$ cat config.mk
export PLATFORM = sky130hd
export DESIGN_NAME = mem_read_sched_flat
export DESIGN_NICKNAME = d
export VERILOG_FILES = /design/src/rtl/mem_read_sched_if.sv /design/src/rtl/mem_read_sched.sv /design/src/flat_wrapper.sv
export SDC_FILE = /design/constraint.sdc
export NUM_CORES = 1
export LEC_CHECK = 0
export BUFFER_PORTS_ARGS = -buffer_cell sky130_fd_sc_hd__buf_4
export CAP_MARGIN = 5
export CORE_ASPECT_RATIO = 0.75
export CORE_MARGIN = 3
export CORE_UTILIZATION = 55
export DETAILED_ROUTE_END_ITERATION = 10
export PLACE_DENSITY = 0.75
export SYNTH_ARGS = -nofsm -noshare
export SYNTH_HDL_FRONTEND = slang
export SYNTH_SLANG_ARGS = --single-unit
export TNS_END_PERCENT = 20
$ cat constraint.sdc
create_clock -name clk -period 11.3 [get_ports clk]
set_input_delay 0.565 -clock clk [delete_from_list [all_inputs] [get_ports clk]]
set_output_delay 0.565 -clock clk [all_outputs]
set_load 0.005 [all_outputs]
$ cat src/rtl/mem_read_sched_if.sv
// Bundle of the readout-scheduler handshake: start/BX/entry-count request side
// and the read-enable/address/mux-select response side.
interface mem_read_sched_if;
   logic        start;
   logic [2:0]  bx_in;
   logic [71:0] nent;
   logic        stall;
   logic [11:0] read_en;
   logic [5:0]  read_add;
   logic [3:0]  sel;
   logic [2:0]  bx_out;
   logic        busy;
   logic        done;

   modport master (
      output start, bx_in, nent, stall,
      input  read_en, read_add, sel, bx_out, busy, done
   );

   modport slave (
      input  start, bx_in, nent, stall,
      output read_en, read_add, sel, bx_out, busy, done
   );
endinterface

$ cat src/rtl/mem_read_sched.sv
// Round-robin read scheduler over 12 memory ports, one entry per grant.
// Define MEM_READ_SCHED_TIMEOUT_EN to cap each readout at TIMEOUT ARB cycles.
module mem_read_sched #(
   parameter int TIMEOUT = 100,
   parameter int RD_LAT  = 2
) (
   input logic             clk,
   input logic             reset,
   mem_read_sched_if.slave bus
);

   localparam int NP = 12;

   typedef enum logic [1:0] {S_IDLE, S_ARB, S_DONE} state_t;

   state_t      state_q, state_d;
   logic [5:0]  rem_q [NP];
   logic [5:0]  rem_d [NP];
   logic [5:0]  ptr_q [NP];
   logic [5:0]  ptr_d [NP];
   logic [3:0]  rr_q, rr_d;
   logic [2:0]  bx_q, bx_d;
   logic [11:0] read_en_q, read_en_d;
   logic [5:0]  read_add_q, read_add_d;
   logic [3:0]  gcode_q, gcode_d;
   logic [2:0]  gbx_q, gbx_d;
   logic [3:0]  sel_pipe_q [RD_LAT];
   logic [3:0]  sel_pipe_d [RD_LAT];
   logic [2:0]  bx_pipe_q [RD_LAT];
   logic [2:0]  bx_pipe_d [RD_LAT];
   logic        busy_q, busy_d;
   logic        done_q, done_d;

   logic [NP-1:0] pend;
   logic          grant_vld;
   logic [3:0]    grant_idx;
   logic          tmo_hit;

   generate
      for (genvar gi = 0; gi < NP; gi++) begin : g_pend
         assign pend[gi] = (rem_q[gi] != 6'd0);
      end
   endgenerate

`ifdef MEM_READ_SCHED_TIMEOUT_EN
   localparam int TW = $clog2(TIMEOUT + 1);
   logic [TW-1:0] tmo_q, tmo_d;
   assign tmo_hit = (tmo_q == TW'(TIMEOUT - 1));
`else
   assign tmo_hit = 1'b0;
`endif

   // First pending port at or after rr, wrapping modulo 12.
   always_comb begin
      logic [4:0] sum;
      grant_vld = 1'b0;
      grant_idx = 4'd0;
      sum       = 5'd0;
      for (int k = 0; k < NP; k++) begin
         sum = {1'b0, rr_q} + 5'(k);
         if (sum >= 5'd12) sum = sum - 5'd12;
         if (!grant_vld && pend[sum[3:0]]) begin
            grant_vld = 1'b1;
            grant_idx = sum[3:0];
         end
      end
   end

   always_comb begin
      state_d    = state_q;
      rem_d      = rem_q;
      ptr_d      = ptr_q;
      rr_d       = rr_q;
      bx_d       = bx_q;
      read_en_d  = 12'd0;
      read_add_d = read_add_q;
      gcode_d    = 4'd0;
      gbx_d      = bx_q;
      busy_d     = busy_q;
      done_d     = 1'b0;
`ifdef MEM_READ_SCHED_TIMEOUT_EN
      tmo_d      = tmo_q;
`endif

      // The select pipeline models memory latency, so it never stalls.
      sel_pipe_d[0] = gcode_q;
      bx_pipe_d[0]  = gbx_q;
      for (int k = 1; k < RD_LAT; k++) begin
         sel_pipe_d[k] = sel_pipe_q[k-1];
         bx_pipe_d[k]  = bx_pipe_q[k-1];
      end

      case (state_q)
         S_IDLE: busy_d = 1'b0;
         S_ARB: begin
            if (grant_vld && !bus.stall) begin
               read_en_d           = 12'd1 << grant_idx;
               read_add_d          = ptr_q[grant_idx];
               ptr_d[grant_idx]    = ptr_q[grant_idx] + 6'd1;
               rem_d[grant_idx]    = rem_q[grant_idx] - 6'd1;
               rr_d                = (grant_idx == 4'd11) ? 4'd0 : grant_idx + 4'd1;
               gcode_d             = (grant_idx < 4'd9) ? grant_idx + 4'd1 : grant_idx + 4'd2;
            end
            if (!(|pend) || tmo_hit) begin
               state_d = S_DONE;
               busy_d  = 1'b0;
               done_d  = 1'b1;
            end
`ifdef MEM_READ_SCHED_TIMEOUT_EN
            tmo_d = tmo_q + TW'(1);
`endif
         end
         S_DONE: state_d = S_IDLE;
         default: state_d = S_IDLE;
      endcase

      // A new start always wins, including over the final grant of a readout.
      if (bus.start) begin
         for (int i = 0; i < NP; i++) begin
            rem_d[i] = bus.nent[6*i +: 6];
            ptr_d[i] = 6'd0;
         end
         rr_d      = 4'd0;
         bx_d      = bus.bx_in;
         state_d   = S_ARB;
         busy_d    = 1'b1;
         done_d    = 1'b0;
         read_en_d = 12'd0;
         gcode_d   = 4'd0;
`ifdef MEM_READ_SCHED_TIMEOUT_EN
         tmo_d     = '0;
`endif
      end
   end

   always_ff @(posedge clk) begin
      if (reset) begin
         state_q    <= S_IDLE;
         rem_q      <= '{default: '0};
         ptr_q      <= '{default: '0};
         rr_q       <= 4'd0;
         bx_q       <= 3'd0;
         read_en_q  <= 12'd0;
         read_add_q <= 6'd0;
         gcode_q    <= 4'd0;
         gbx_q      <= 3'd0;
         sel_pipe_q <= '{default: '0};
         bx_pipe_q  <= '{default: '0};
         busy_q     <= 1'b0;
         done_q     <= 1'b0;
`ifdef MEM_READ_SCHED_TIMEOUT_EN
         tmo_q      <= '0;
`endif
      end else begin
         state_q    <= state_d;
         rem_q      <= rem_d;
         ptr_q      <= ptr_d;
         rr_q       <= rr_d;
         bx_q       <= bx_d;
         read_en_q  <= read_en_d;
         read_add_q <= read_add_d;
         gcode_q    <= gcode_d;
         gbx_q      <= gbx_d;
         sel_pipe_q <= sel_pipe_d;
         bx_pipe_q  <= bx_pipe_d;
         busy_q     <= busy_d;
         done_q     <= done_d;
`ifdef MEM_READ_SCHED_TIMEOUT_EN
         tmo_q      <= tmo_d;
`endif
      end
   end

   assign bus.read_en  = read_en_q;
   assign bus.read_add = read_add_q;
   assign bus.sel      = sel_pipe_q[RD_LAT-1];
   assign bus.bx_out   = bx_pipe_q[RD_LAT-1];
   assign bus.busy     = busy_q;
   assign bus.done     = done_q;

endmodule

$ cat src/flat_wrapper.sv
// flat-port wrapper written by rule: the top's interface ports become plain ports
module mem_read_sched_flat 
#(
   parameter int TIMEOUT = 100,
   parameter int RD_LAT  = 2
)
  (clk, reset, bus_start, bus_bx_in, bus_nent, bus_stall, bus_read_en, bus_read_add, bus_sel, bus_bx_out, bus_busy, bus_done);
  mem_read_sched_if bus_i ();
  input logic clk;
  input logic reset;
  input wire logic [$bits(bus_i.start)-1:0] bus_start;
  input wire logic [$bits(bus_i.bx_in)-1:0] bus_bx_in;
  input wire logic [$bits(bus_i.nent)-1:0] bus_nent;
  input wire logic [$bits(bus_i.stall)-1:0] bus_stall;
  output wire logic [$bits(bus_i.read_en)-1:0] bus_read_en;
  output wire logic [$bits(bus_i.read_add)-1:0] bus_read_add;
  output wire logic [$bits(bus_i.sel)-1:0] bus_sel;
  output wire logic [$bits(bus_i.bx_out)-1:0] bus_bx_out;
  output wire logic [$bits(bus_i.busy)-1:0] bus_busy;
  output wire logic [$bits(bus_i.done)-1:0] bus_done;
  assign bus_i.start = bus_start;
  assign bus_i.bx_in = bus_bx_in;
  assign bus_i.nent = bus_nent;
  assign bus_i.stall = bus_stall;
  assign bus_read_en = bus_i.read_en;
  assign bus_read_add = bus_i.read_add;
  assign bus_sel = bus_i.sel;
  assign bus_bx_out = bus_i.bx_out;
  assign bus_busy = bus_i.busy;
  assign bus_done = bus_i.done;
  mem_read_sched #(.TIMEOUT(TIMEOUT), .RD_LAT(RD_LAT)) u_core (.clk(clk), .reset(reset), .bus(bus_i));
endmodule
==> out/metrics.yaml, run 1 <==
core_sq_um: 20700
setup_tns_ps: 0
max_stage_delay_ps: 870
critPathSlowestCell: "ha_1"
fin_nets: 1628
die_h_um: 133
numCtsBuffers: 17
seqPwrFrac_pct: 38.0
min_path_type: "in2reg"
switching_share_pct: 37.4
design.die.area_sq_um: 23200
syn_area_sq_um: 11800
gp_congestion: 0.991
worstSetupEndpointType: "flop"
fin_util_pct: 64.6
dr.pass1.iters: 6
cts_max_level: 4
cts_resized: 0
antenna_found_initial: 0
synth.ff_latch_count: 194
async_flop_share_pct: 0
yosysSeqAreaShare_pct: 32.9
crit_fanout: 36
rsz0062_at_grt: "no"
r2r_cells: 22
ys_warn_count: 0
num_rows: 45
ant_nets: 0
worstMarginPinSlew_ps: 1250
diodes: 0
track_usage_pct: 36.7
fillers: 1757
hold_path_end: "u_core.bx_q[2]$_SDFFE_PP0P_"
synthTopCellsByArea: "dfxtp_1 (33%), nor2_1 (5.9%), mux2i_1 (5.1%), nand2_1 (4.9%), a21oi_1 (4.9%)"
grt_overflow: 0
route.vias.total: 12278
rr_startpoint: "u_core.rr_q[0]$_SDFFE_PP0P_"
final_max_slew_viol_count: 0
synth.distinct_cells: 85
crit_required_ps: 11570
cts_root_buf: "clkbuf_16"
postCtsSetupRepairBufs: 0
fin_crit_ps: 9120
dpl.hpwl_um: 31100
outcome: "finished, final reports clean"
startpoint_type: "flop"
synth_top_area_cell: "dfxtp_1"
relSlewSlack_pct: 16.1
whs_ps: 357
skew_ps: 23.2
start_util_pct: 57.1
power.density_nw_per_um2: 145
clkPwrFrac_pct: 34.3
final_common_cell: "dfxtp_1"
ir_worst_vdd_mv: 0.109
grt_pass1_vias: 11170
pre_cts_slack_ps: 2470
fin_crit_sh_pct: 80.7
cp_cell_sequence: "buf_4 > inv_1 > ha_1 > clkinv_1 > mux4_2 > o21ba_2 > a21oi_2 > o2111ai_1 > or3b_2 > a31oi_1 > nor3_4 > buf_4 > nand2_2 > buf_4 > mux2_2 > o211ai_1 > o221a_2 > inv_1 > ha_1 > nand3_1 > xor2_1 > a21oi_1"
crit_path_frequent_cell: "buf_4"
drv_cap: 0
most-common-layout-cells: "dfxtp_1 (194), nor2_1 (184), nand2_1 (154), buf_4 (131), a21oi_1 (115)"
worst_slack_ps: 2180
cts_buffer_depth: 2
grt_start_max_net_pins: 69
cts.sinks: 194
report.final.setup_viol: 0
arrival_ps: 9390
netlist_instances: 1481
path_clk_slew_ps: 80
fp.dieW_um: 175
hold_path_startpoint: "bus_bx_in[2]"
p_leak_nw: 5.00
synth-main-ff-cell: "dfxtp_1"
seqCellArea_sq_um: 3880
p_int_mw: 1.21
yosys.area.top_type_share_pct: 32.9
rrSetupSlack_ps: 2180
multi_input_area_sq_um: 7370
p_sw_mw: 0.722
reg2reg_to: "u_core.ptr_q[40]$_SDFFE_PP0P_"
hold_buffers: 0
worstSkewPairLatency_ps: 450
synth-edff-count: 0
drt_iter0_drc: 1989
hold_viol_final: 0
syn_to_final_growth_pct: 13.3
avgSynthCellArea_sq_um: 7.96
cts_tree: "yes"
wirelength_um: 43700
remaining_drc_errors: 0
io_buffers: 105
pwr-share-comb_pct: 27.7
fmax_ghz: 0.110
min_path_cells: 3
vias_per_cell: 6.76
io_pins: 106
drive_gt1_share_pct: 15.1
grt_pass1_wl_um: 66400
drt-wirelength-per-cell_um: 24.1
critical_path_class: "reg2reg"
syn-num-nets: 1589
-- flip-flops by register name, summed over array words and instances, names as in the netlist, 2 cells and up --
signal / flops
u_core.rr_q: 4
u_core.bus.sel: 4
u_core.gcode_q: 4
u_core.bus.read_add: 6
u_core.sel_pipe_d: 4
u_core.bus.bx_out: 3
u_core.bx_pipe_d: 3
u_core.gbx_q: 3
u_core.rem_q: 72
u_core.bx_q: 3
u_core.bus.read_en: 12
u_core.ptr_q: 72
u_core.state_q: 2
-- stage by stage --
| step | cell area (sq um) | instances | power (mW) |
|---|---|---|---|
| 2_1_floorplan | 11800 | 1481 | 1.08 |
| 3_3_place_gp | 12700 | 1783 | 1.25 |
| 3_5_place_dp | 12700 | 1783 | 1.25 |
| 4_1_cts | 13400 | 1815 | 1.90 |
| 5_1_grt | 13400 | 1815 | 1.99 |
| 6_report | 13400 | 1815 | 1.93 |
-- cell usage after synthesis, types with 5 or more instances --
| library cell | instances |
|---|---|
| clkbuf_1 | 87 |
| nand2_1 | 155 |
| nor4_1 | 14 |
| and2_1 | 38 |
| a221oi_1 | 31 |
| o21ai_0 | 61 |
| ha_1 | 29 |
| dfxtp_1 | 194 |
| mux2_2 | 11 |
| a21oi_1 | 115 |
| and3_1 | 20 |
| a221o_1 | 9 |
| nand2b_1 | 9 |
| a211oi_1 | 31 |
| buf_1 | 8 |
| nor4b_1 | 5 |
| mux4_2 | 13 |
| buf_2 | 11 |
| mux2i_1 | 60 |
| a22oi_1 | 9 |
| o211ai_1 | 10 |
| xor2_1 | 6 |
| xnor2_1 | 8 |
| nand3_1 | 60 |
| nor4_4 | 7 |
| a311oi_1 | 29 |
| a31oi_1 | 16 |
| nor2_1 | 185 |
| nor3b_1 | 10 |
| a21o_1 | 7 |
| buf_4 | 5 |
| nor2b_1 | 19 |
| inv_1 | 30 |
| nor3_1 | 55 |
| nand4_1 | 7 |
| o21a_1 | 19 |
-- worst max path at each step --
stage	start	end	slack, ps	cells after the start
6_report	u_core.rr_q[0]$_SDFFE_PP0P_	u_core.ptr_q[40]$_SDFFE_PP0P_	2180	22
5_1_grt	u_core.rr_q[0]$_SDFFE_PP0P_	u_core.ptr_q[47]$_SDFFE_PP0P_	1650	21
4_1_cts	u_core.rr_q[0]$_SDFFE_PP0P_	u_core.rem_q[64]$_SDFFE_PP0P_	2420	23
3_5_place_dp	u_core.rr_q[0]$_SDFFE_PP0P_	u_core.rem_q[58]$_SDFFE_PP0P_	2470	23
3_3_place_gp	u_core.rr_q[0]$_SDFFE_PP0P_	u_core.ptr_q[4]$_SDFFE_PP0P_	2610	22
2_1_floorplan	u_core.rr_q[2]$_SDFFE_PP0P_	u_core.rem_q[52]$_SDFFE_PP0P_	4530	28
-- power groups by stage --
| stage | clock network, mW | registers [mW] | logic, mW |
|---|---|---|---|
| 2_1_floorplan | 0 | 0.739 | 0.339 |
| 3_3_place_gp | 0 | 0.747 | 0.505 |
| 3_5_place_dp | 0 | 0.747 | 0.507 |
| 4_1_cts | 0.663 | 0.732 | 0.510 |
| 5_1_grt | 0.695 | 0.735 | 0.561 |
| 6_report | 0.663 | 0.734 | 0.536 |
-- area by class of cell --
class | count | area share, %
Clock buffer | 17 | 3.19
Tap cell | 282 | 2.64
Sequential cell | 194 | 29.1
Clock inverter | 15 | 1.60
Timing Repair Buffer | 131 | 7.37
Multi-Input combinational cell | 1144 | 55.2
Inverter | 32 | 0.900
-- worst max-delay path: cells and delay by family (launching register included) --
kind / cells / cell delay (ps)
buf+inv: 6 / 2170
compound gates: 7 / 1980
simple gates: 4 / 1470
fa+ha+maj: 2 / 1160
mux: 2 / 1000
xor+xnor: 1 / 840
flops: 1 / 310
-- cell families (layout without fill, tap and decap cells) --
kind of cell | Yosys count | after routing | share of synthesized area [%]
simple gates | 611 | 611 | 25.6
compound gates | 404 | 404 | 23.6
flops | 194 | 194 | 32.9
buf+inv | 143 | 195 | 4.83
mux | 85 | 85 | 8.76
fa+ha+maj | 29 | 29 | 3.08
xor+xnor | 15 | 15 | 1.18
-- per-layer routing --
| metal | share of wire [%] | up-vias | global-route usage, % |
|---|---|---|---|
| met5 | 0.087 | - | 0 |
| met4 | 2.4 | 2 | 9.34 |
| met3 | 15 | 93 | 14.3 |
| met2 | 39 | 890 | 48.9 |
| met1 | 43 | 5798 | 54.8 |
| li1 | - | 5495 | - |
Note: power is estimated with default switching activity, not from simulation.
==> run 2: changes to the inputs <==
--- a/config.mk
+++ b/config.mk
@@ -11,7 +11,7 @@
 export CORE_MARGIN = 3
 export CORE_UTILIZATION = 55
 export DETAILED_ROUTE_END_ITERATION = 10
-export PLACE_DENSITY = 0.75
+export PLACE_DENSITY = 0.78
 export SYNTH_ARGS = -nofsm -noshare
 export SYNTH_HDL_FRONTEND = slang
 export SYNTH_SLANG_ARGS = --single-unit
==> constraint.sdc (replaced) <==
create_clock -name clk -period 7.7 [get_ports clk]
set_input_delay 0.385 -clock clk [delete_from_list [all_inputs] [get_ports clk]]
set_output_delay 0.385 -clock clk [all_outputs]
set_load 0.005 [all_outputs]
==> out/metrics.yaml, run 2 (synthesis gave the netlist of run 1 again) <==
design.die.area_sq_um: 23200  # unchanged
numCtsBuffers: 17  # unchanged
grt_pass1_wl_um: 66800  # was 66,400 um
io_pins: 106  # unchanged
final_max_slew_viol_count: 0  # unchanged
fin_nets: 1660  # was 1,628
critPathSlowestCell: "or4_1"  # was ha_1
switching_share_pct: 36.6  # was 37.4%
ant_nets: 0  # unchanged
path_clk_slew_ps: 80  # about the same
skew_ps: 14.1  # was 23.2 ps
clkPwrFrac_pct: 32.5  # was 34.3%
antenna_found_initial: 1  # was 0
report.final.setup_viol: 0  # unchanged
relSlewSlack_pct: 28.3  # was 16.1%
grt_overflow: 0  # unchanged
critPathTopFamily: "simple AND/OR/NAND/NOR gates"  # was buffers and inverters
diodes: 0  # unchanged
outcome: "finished, final reports clean"  # unchanged
pwr-share-comb_pct: 29.0  # was 27.7%
remaining_drc_errors: 0  # unchanged
die_h_um: 133  # unchanged
p_leak_nw: 5.14  # was 5.00 nW
setup_tns_ps: 0  # unchanged
dpl.hpwl_um: 31900  # was 31,100 um
wirelength_um: 44200  # was 43,700 um
worstSetupEndpointType: "flop"  # unchanged
min_path_type: "in2reg"  # unchanged
drt_iter0_drc: 2278  # was 1,989
gp_congestion: 1.03  # was 0.991
whs_ps: 169  # was 357 ps
crit_fanout: 16  # was 36
io_buffers: 105  # unchanged
worst_slack_ps: 434  # was 2180 ps
worstSkewPairLatency_ps: 450  # about the same
arrival_ps: 7570  # was 9390 ps
worst-path-buf-inv: 4  # was 6
rsz0062_at_grt: "no"  # unchanged
num_rows: 45  # unchanged
fp.dieW_um: 175  # unchanged
hold_viol_final: 0  # unchanged
p_sw_mw: 1.03  # was 0.722 mW
syn_to_final_growth_pct: 15.0  # was 13.3%
start_util_pct: 57.1  # unchanged
critical_path_class: "reg2reg"  # unchanged
most-common-layout-cells: "dfxtp_1 (193), nor2_1 (184), buf_4 (163), nand2_1 (154), a21oi_1 (115)"  # was dfxtp_1 (194), nor2_1 (184), nand2_1 (154), buf_4 (131), a21oi_1 (115)
dr.pass1.iters: 9  # was 6
max_stage_delay_ps: 750  # was 870 ps
final_common_cell: "dfxtp_1"  # unchanged
vias_per_cell: 6.80  # was 6.76
cts_max_level: 4  # unchanged
crit_required_ps: 8000  # was 11,570 ps
route.vias.total: 12559  # was 12.3k
track_usage_pct: 37.0  # was 36.7%
grt_pass1_vias: 11279  # was 11.2k
fin_crit_ps: 7270  # was 9120 ps
cts_tree: "yes"  # unchanged
crit_path_frequent_cell: "buf_4"  # unchanged
startpoint_type: "flop"  # unchanged
fin_crit_sh_pct: 94.4  # was 80.7%
seqPwrFrac_pct: 38.5  # was 38.0%
fmax_ghz: 0.138  # was 0.110 GHz
core_sq_um: 20700  # unchanged
cp_cell_sequence: "inv_1 > ha_1 > a21oi_1 > xnor2_1 > ha_1 > o21a_1 > nor3_1 > mux4_2 > mux2_4 > a2111oi_4 > buf_4 > or3b_2 > a31oi_1 > nor3_4 > nand2_2 > buf_4 > buf_4 > mux2i_1 > o22a_1 > o211ai_1 > or4_1 > a311oi_1 > nor3_1"  # was buf_4 > inv_1 > ha_1 > clkinv_1 > mux4_2 > o21ba_2 > a21oi_2 > o2111ai_1 > or3b_2 > a31oi_1 > nor3_4 > buf_4 > nand2_2 > buf_4 > mux2_2 > o211ai_1 > o221a_2 > inv_1 > ha_1 > nand3_1 > xor2_1 > a21oi_1
cts_root_buf: "clkbuf_16"  # unchanged
worstMarginPinSlew_ps: 1070  # was 1250 ps
power.density_nw_per_um2: 207  # was 145 nW/um^2
cts_buffer_depth: 2  # unchanged
drive_gt1_share_pct: 17.0  # was 15.1%
cts.sinks: 194  # unchanged
pre_cts_slack_ps: 360  # was 2470 ps
ir_worst_vdd_mv: 0.214  # was 0.109 mV
drv_cap: 0  # unchanged
drt-wirelength-per-cell_um: 23.9  # was 24.1 um
p_int_mw: 1.78  # was 1.21 mW
grt_start_max_net_pins: 84  # was 69
## run 2: changes by cell type in the layout (fill, tap and decap cells not counted), moves of 2 or more
cell | before | now
buf_4 | 131 | 163
clkinv_4 | 0 | 3
ha_1 | 29 | 27
ha_2 | 0 | 2
inv_12 | 3 | 0
inv_6 | 0 | 5
inv_8 | 7 | 2
## run 2: worst register-to-register path: stages (launching register included)
cell	delay, ps
dfxtp_1	620
inv_1	270
ha_1	270
a21oi_1	190
xnor2_1	110
ha_1	190
o21a_1	210
nor3_1	290
mux4_2	360
mux2_4	320
a2111oi_4	280
buf_4	220
or3b_2	480
a31oi_1	360
nor3_4	80
nand2_2	360
buf_4	370
buf_4	300
mux2i_1	250
o22a_1	200
o211ai_1	150
or4_1	750
a311oi_1	390
nor3_1	80
## run 2: repair_timing
action | in CTS | in global routing
buffers inserted | 0 | 1
endpoints found under the setup margin | 0 | 55
hold buffers | 0 | 0
gates resized for setup | 0 | 5
## run 2: per-layer routing
layer	global-route usage, %	share of wire, %	vias to the layer above
met4	9.57	2.8	2
met5	0	0.016	-
met2	50.0	39	1011
met3	15.8	16	144
li1	-	-	5564
met1	53.6	42	5838
## run 2: cell type report
cell class              instances  area, sq um
clock inverters                15          168
well taps                     282          353
flip-flops and latches        194         3880
inverters                      32          120
clock buffers                  17          425
multi-input cells            1144         7380
repair buffers                163         1220
fillers                      1759         7110
## run 2: path summary, 6_finish.rpt
kind | slack, ps | from | depth (start not counted) | endpoint
max reg2reg | 430 | u_core.rr_q[2]$_SDFFE_PP0P_ | 23 | u_core.rem_q[27]$_SDFFE_PP0P_
max | 430 | u_core.rr_q[2]$_SDFFE_PP0P_ | 23 | u_core.rem_q[27]$_SDFFE_PP0P_
min | 170 | bus_nent[19] | 3 | u_core.rem_q[49]$_SDFFE_PP0P_
min reg2reg | 450 | u_core.bx_pipe_d[2]$_SDFF_PP0_ | 1 | u_core.bus.bx_out[2]$_SDFF_PP0_
## run 2: per-stage QoR
| stage | utilization, % | total power [mW] | instances | cell area (sq um) |
|---|---|---|---|---|
| 2_1_floorplan | - | 1.58 | 1481 | 11800 |
| 3_3_place_gp | 62.6 | 1.87 | 1814 | 12900 |
| 3_5_place_dp | 62.6 | 1.87 | 1814 | 12900 |
| 4_1_cts | 65.5 | 2.76 | 1846 | 13500 |
| 5_1_grt | 65.6 | 2.89 | 1847 | 13600 |
| 6_report | 65.6 | 2.81 | 1847 | 13600 |
## run 2: power by group through the flow
stage          combinational, mW  clock (mW)  sequential (mW)
6_report                   0.813       0.912             1.08
5_1_grt                    0.851       0.954             1.08
4_1_cts                    0.772       0.914             1.08
3_5_place_dp               0.768           0             1.10
3_3_place_gp               0.766           0             1.10
2_1_floorplan              0.498           0             1.08
